[src/rtl/cpu_parameters.sv]
// rtl/cpu_parameters.sv - core-wide width parameters for intirvx
package cpu_parameters;
  localparam int xlen = 32;
endpackage

[src/rtl/interfaces_pkg.sv]
// rtl/interfaces_pkg.sv - write-back stage types shared by top and arbiter
package interfaces_pkg;
  localparam int WB_XLEN = cpu_parameters::xlen;

  typedef enum logic [0:0] {
    WB_RUN      = 1'b0,
    WB_REDIRECT = 1'b1
  } wb_state_t;

  typedef struct packed {
    logic [WB_XLEN-1:0] data;
    logic [4:0]         rd;
    logic               jump;
    logic [WB_XLEN-1:0] jump_addr;
  } wb_entry_t;
endpackage

[src/rtl/intirvx_wb_arbiter.sv]
// rtl/intirvx_wb_arbiter.sv - 2:1 fixed-priority select of ALU/LSU write-back entries
module intirvx_wb_arbiter
  import interfaces_pkg::*;
#(
  parameter int LSU_PRIO = 1
) (
  input  wb_entry_t alu_entry,
  input  logic      alu_valid,
  input  wb_entry_t lsu_entry,
  input  logic      lsu_valid,
  input  logic      enable,
  output logic      alu_ready,
  output logic      lsu_ready,
  output wb_entry_t sel_entry,
  output logic      sel_valid
);

  // Priority source sees ready whenever enabled; the other only when the priority source is idle
  always_comb begin
    alu_ready = 1'b0;
    lsu_ready = 1'b0;
    sel_entry = '0;
    sel_valid = 1'b0;
    if (LSU_PRIO != 0) begin
      lsu_ready = enable;
      alu_ready = enable & ~lsu_valid;
    end else begin
      alu_ready = enable;
      lsu_ready = enable & ~alu_valid;
    end
    if (lsu_valid && lsu_ready) begin
      sel_entry = lsu_entry;
      sel_valid = 1'b1;
    end else if (alu_valid && alu_ready) begin
      sel_entry = alu_entry;
      sel_valid = 1'b1;
    end
  end

endmodule

[src/rtl/intirvx_writeback.sv]
// rtl/intirvx_writeback.sv - intirvx write-back stage; optional INTIRVX_WB_RETIRE_CNT_EN adds retire_cnt
module intirvx_writeback
  import interfaces_pkg::*;
#(
  parameter int XLEN     = cpu_parameters::xlen,
  parameter int LSU_PRIO = 1
) (
  input  logic            clk,
  input  logic            rst_n,
  input  logic [XLEN-1:0] alu_result,
  input  logic [4:0]      alu_rd,
  input  logic            alu_jump,
  input  logic [XLEN-1:0] alu_jump_addr,
  input  logic            alu_valid,
  output logic            alu_ready,
  input  logic [XLEN-1:0] lsu_result,
  input  logic [4:0]      lsu_rd,
  input  logic            lsu_valid,
  output logic            lsu_ready,
  output logic            rf_we,
  output logic [4:0]      rf_waddr,
  output logic [XLEN-1:0] rf_wdata,
  output logic [XLEN-1:0] pc_jump_addr,
  output logic            pc_valid,
  input  logic            pc_ready,
`ifdef INTIRVX_WB_RETIRE_CNT_EN
  output logic [63:0]     retire_cnt,
`endif
  output logic            flush
);

  localparam logic [0:0] S_RUN      = 1'b0;
  localparam logic [0:0] S_REDIRECT = 1'b1;

  logic [0:0] state;
  wb_entry_t  alu_entry;
  wb_entry_t  lsu_entry;
  wb_entry_t  sel_entry;
  logic       sel_valid;
  logic       enable;

  // Loads never redirect, so the LSU entry carries a cleared jump request
  always_comb begin
    alu_entry           = '0;
    alu_entry.data      = alu_result;
    alu_entry.rd        = alu_rd;
    alu_entry.jump      = alu_jump;
    alu_entry.jump_addr = alu_jump_addr;
    lsu_entry           = '0;
    lsu_entry.data      = lsu_result;
    lsu_entry.rd        = lsu_rd;
  end

  // Readies are held low while a redirect is pending and while reset is asserted
  assign enable = (state == S_RUN) && rst_n;

  intirvx_wb_arbiter #(
    .LSU_PRIO (LSU_PRIO)
  ) u_arbiter (
    .alu_entry (alu_entry),
    .alu_valid (alu_valid),
    .lsu_entry (lsu_entry),
    .lsu_valid (lsu_valid),
    .enable    (enable),
    .alu_ready (alu_ready),
    .lsu_ready (lsu_ready),
    .sel_entry (sel_entry),
    .sel_valid (sel_valid)
  );

  // Register-file write port: one accepted entry lands one cycle later, x0 is never written
  always_ff @(posedge clk or negedge rst_n) begin
    if (!rst_n) begin
      rf_we    <= 1'b0;
      rf_waddr <= '0;
      rf_wdata <= '0;
    end else begin
      rf_we <= sel_valid && (sel_entry.rd != 5'd0);
      if (sel_valid) begin
        rf_waddr <= sel_entry.rd;
        rf_wdata <= sel_entry.data;
      end
    end
  end

  // Jump FSM: flush pulses once on acceptance, the redirect is held until the PC unit takes it
  always_ff @(posedge clk or negedge rst_n) begin
    if (!rst_n) begin
      state        <= S_RUN;
      pc_valid     <= 1'b0;
      pc_jump_addr <= '0;
      flush        <= 1'b0;
    end else begin
      flush <= 1'b0;
      case (state)
        S_RUN: begin
          if (sel_valid && sel_entry.jump) begin
            state        <= S_REDIRECT;
            pc_valid     <= 1'b1;
            pc_jump_addr <= {sel_entry.jump_addr[XLEN-1:1], 1'b0};
            flush        <= 1'b1;
          end
        end
        S_REDIRECT: begin
          if (pc_valid && pc_ready) begin
            state    <= S_RUN;
            pc_valid <= 1'b0;
          end
        end
        default: begin
          state    <= S_RUN;
          pc_valid <= 1'b0;
        end
      endcase
    end
  end

`ifdef INTIRVX_WB_RETIRE_CNT_EN
  // Every accepted entry retires, including jumps and x0 writes; wraps naturally at 2^64
  always_ff @(posedge clk or negedge rst_n) begin
    if (!rst_n) begin
      retire_cnt <= 64'd0;
    end else if (sel_valid) begin
      retire_cnt <= retire_cnt + 64'd1;
    end
  end
`endif

endmodule
[config.mk]
export PLATFORM = sky130hd
export DESIGN_NAME = intirvx_writeback
export DESIGN_NICKNAME = d
export VERILOG_FILES = /design/src/rtl/cpu_parameters.sv /design/src/rtl/interfaces_pkg.sv /design/src/rtl/intirvx_wb_arbiter.sv /design/src/rtl/intirvx_writeback.sv
export SDC_FILE = /design/constraint.sdc
export NUM_CORES = 1
export LEC_CHECK = 0
export BUFFER_PORTS_ARGS = -buffer_cell sky130_fd_sc_hd__buf_2
export CAP_MARGIN = 0
export CORE_MARGIN = 4
export CORE_UTILIZATION = 39
export DETAILED_ROUTE_END_ITERATION = 6
export PLACE_DENSITY = 0.79
export SYNTH_ARGS = -nofsm -noshare
export SYNTH_HDL_FRONTEND = slang
export SYNTH_SLANG_ARGS = --single-unit
[constraint.sdc]
create_clock -name clk -period 1.7 [get_ports clk]
set_input_delay 0.34 -clock clk [delete_from_list [all_inputs] [get_ports clk]]
set_output_delay 0.34 -clock clk [all_outputs]
set_load 0.01 [all_outputs]
==> impl_results.md <==
- Outcome: complete, no violations
- # port buffers: about 180
- Setup TNS: 0 ns
- Fin. max-slew vios: 0
- Final hold violations: 0
- Most numerous cell in the Yosys netlist: dfrtp_1
- Share of cells above drive strength 1: between 50 and 60%
- TritonRoute pass-1 iters: 4
- PwrDens: around 1600 mW/mm2
- Post-Place Worst Slack: between 0.1 and 0.15 ns
- End of the worst register-to-register path: rf_wdata[16]
- Post-CTS Hold Fix Bufs: 0
- 1st-iter DRT viols: between 90 and 100
- Syn. warnings: 0
- Area share of the largest cell type after synthesis: 60.2%
- Post-Syn Nets: roughly 330
- Nets: between 500 and 600
- DRC Markers: 0
- CTS Buf Count: 9
- GP Congestion: approximately 0.80
- First-pass GRT wire length: 11800 um
- Max Fclk: 624 MHz
- Largest fanout on the critical path: 6
- Max Buffers Root-to-Sink: 2
- Via total after detailed routing: 2530
- Die Area: between 0.009 and 0.01 mm2
- CTS tree: built
- Fraction of registers with async set/reset: between 90% and 100%
- Syn-to-layout area delta: 42.3%
- Ports: about 190
- CTS Sinks: between 70 and 80
- Clock latency on the worst-skew pair: 0.32 ns
- Worst VDD drop: 0.685 mV
- Cts repair resizes: 0
- R2R Setup Slk: about 0.15 ns
- Main synth FF type: dfrtp_1
- Critical path required time: between 1 and 1.5 ns
- Die Span X: roughly 96 um
- Post-Synthesis Cell Area: about 0.003 mm2
- Via-per-instance ratio: around 4.9
- Vias in the first global route: 2575
- Register area share after synthesis: roughly 60%
- Minimum clock period after layout: between 1.5 and 2 ns
- Synth top area cells: dfrtp_1 (60%), mux2_1 (11%), a22o_1 (9.4%)
- H-tree Lvls: 3
- Setup-violating endpoint count in the final report: 0
- Cell count after synthesis: between 200 and 250
- CTS clk-pin slew, worst paths: roughly 0.07 ns
- Top cells by count, synth: dfrtp_1 (72), a21o_1 (32), a22o_1 (32)
- R2R Path Start: state
- Core Box Area: 0.00737 mm2
- GR Overflow Total: 0
- Post-Route Skew: approximately 0.0060 ns
- Routed length per instance: between 15 and 20 um
- Startpoint types: register
- R2R cell count: 4
- Tot GR Track Use: 16.6%
- Max-cap viol count: 0
- CTS root buffer: clkbuf_8
- Starting Density: around two fifths
- Die H: 95.6 um
- CP Launch Point: state
- Num rows: 31
- Avg Synthesized Cell Area: between 10 and 15 um2
- Worst setup endpoint: lsu_ready
- Synthesized flop and latch total: slightly above 70
- Postcts setup bufs: 0
- Post-synth EDFFs: 0
- Synth cell types: 25
- Initial antenna violation count: 1
- Crit end category: output port
- LEAKAGE: 0.00240 uW
- Area leader, netlist: dfrtp_1
- Unrepaired setup endpoints after global routing: no
- Final WS setup: approximately 0.1 ns
- Worst Hold Class: in2async
- Largest net degree at the start of global routing: 41
- CP Class: reg2out
- Final HPWL DP: just over 6000 um
- Post-DRT Antenna Nets: 0
- Diodes inserted: 0
- Tcrit/Tclk final: 94.2%
- WP data arrival: between 1 and 1.5 ns
- Final WL: ~8000 um
[layout make-up]
cell class                 count  area, um2
inverter                       2       7.51
timing repair buffer         195       1050
clock buffer                  11        141
multi-input combinational    131       1090
tap                           99        124
clock inverter                 4       45.0
fill                         658       3110
sequential                    72       1800
[layout by cell type, fill, tap and decap left out, drive strengths merged]
| cell | instances |
|---|---|
| or4 | 1 |
| inv | 2 |
| a22oi | 5 |
| bufinv | 1 |
| buf | 195 |
| dfrtp | 72 |
| nand2 | 4 |
| nor2b | 5 |
| clkbuf | 11 |
| a21o | 32 |
| a2bb2oi | 1 |
| clkinv | 3 |
| conb | 1 |
| nor2 | 2 |
| o21ai | 5 |
| nand2b | 1 |
| or4b | 1 |
| a22o | 32 |
| nor3 | 3 |
| and3b | 1 |
| a31oi | 5 |
| and4bb | 1 |
| mux2 | 31 |
[state kept, by name, summed over array words and instances (netlist names)]
| signal | count |
|---|---|
| rf_we | 1 |
| rf_waddr | 5 |
| pc_jump_addr | 31 |
| pc_valid | 1 |
| state | 1 |
| flush | 1 |
| rf_wdata | 32 |
[cell families after synthesis]
logic type | Yosys count | synth area share (%)
multiplexers | 31 | 11.7
AO/OA/AOI/OAI | 80 | 20.8
buffers and inverters | 19 | 3.22
other | 1 | 0.125
flip-flops | 72 | 60.2
AND/OR/NAND/NOR | 19 | 3.97
[report_power, final]
group	internal, uW	leakage [uW]	switching (uW)
clock network	703	0.0000989	572
logic	1240	0.00143	1220
registers	2500	0.000877	403
[critical path, cell delays in order, from the launching register on]
cell	delay, ns
dfrtp_1	0.41
nand2b_1	0.20
inv_1	0.17
buf_2	0.16
[through the flow]
stage	cells	utilization [%]	power (uW)	cell area, um2	hold slack, ns
2_1_floorplan	222	-	4160	2990	0.0444
3_3_place_gp	499	55.3	5320	4070	0.423
3_5_place_dp	499	55.3	5440	4070	0.425
4_1_cts	514	57.8	6740	4260	0.0616
5_1_grt	514	57.8	7100	4260	0.0828
6_report	514	57.8	6630	4260	0.0599
[per-layer routing]
metal | global-route usage (%) | wire length, um
met4 | 4.98 | 86
met3 | 4.89 | 721
met1 | 17.9 | 2930
met2 | 30.9 | 4100
met5 | 0 | 13
[worst min-delay path by stage]
| stage | from | end | slack, ns | cells past startpoint |
|---|---|---|---|---|
| 2_1_floorplan | rst_n | flush | 0.04 | 0 |
| 3_3_place_gp | rst_n | rf_wdata[12] | 0.42 | 2 |
| 3_5_place_dp | rst_n | rf_wdata[12] | 0.42 | 2 |
| 4_1_cts | rst_n | rf_waddr[4] | 0.06 | 2 |
| 5_1_grt | rst_n | rf_wdata[3] | 0.08 | 2 |
| 6_report | rst_n | rf_wdata[3] | 0.06 | 2 |
Power figures use the tool's default switching activity.
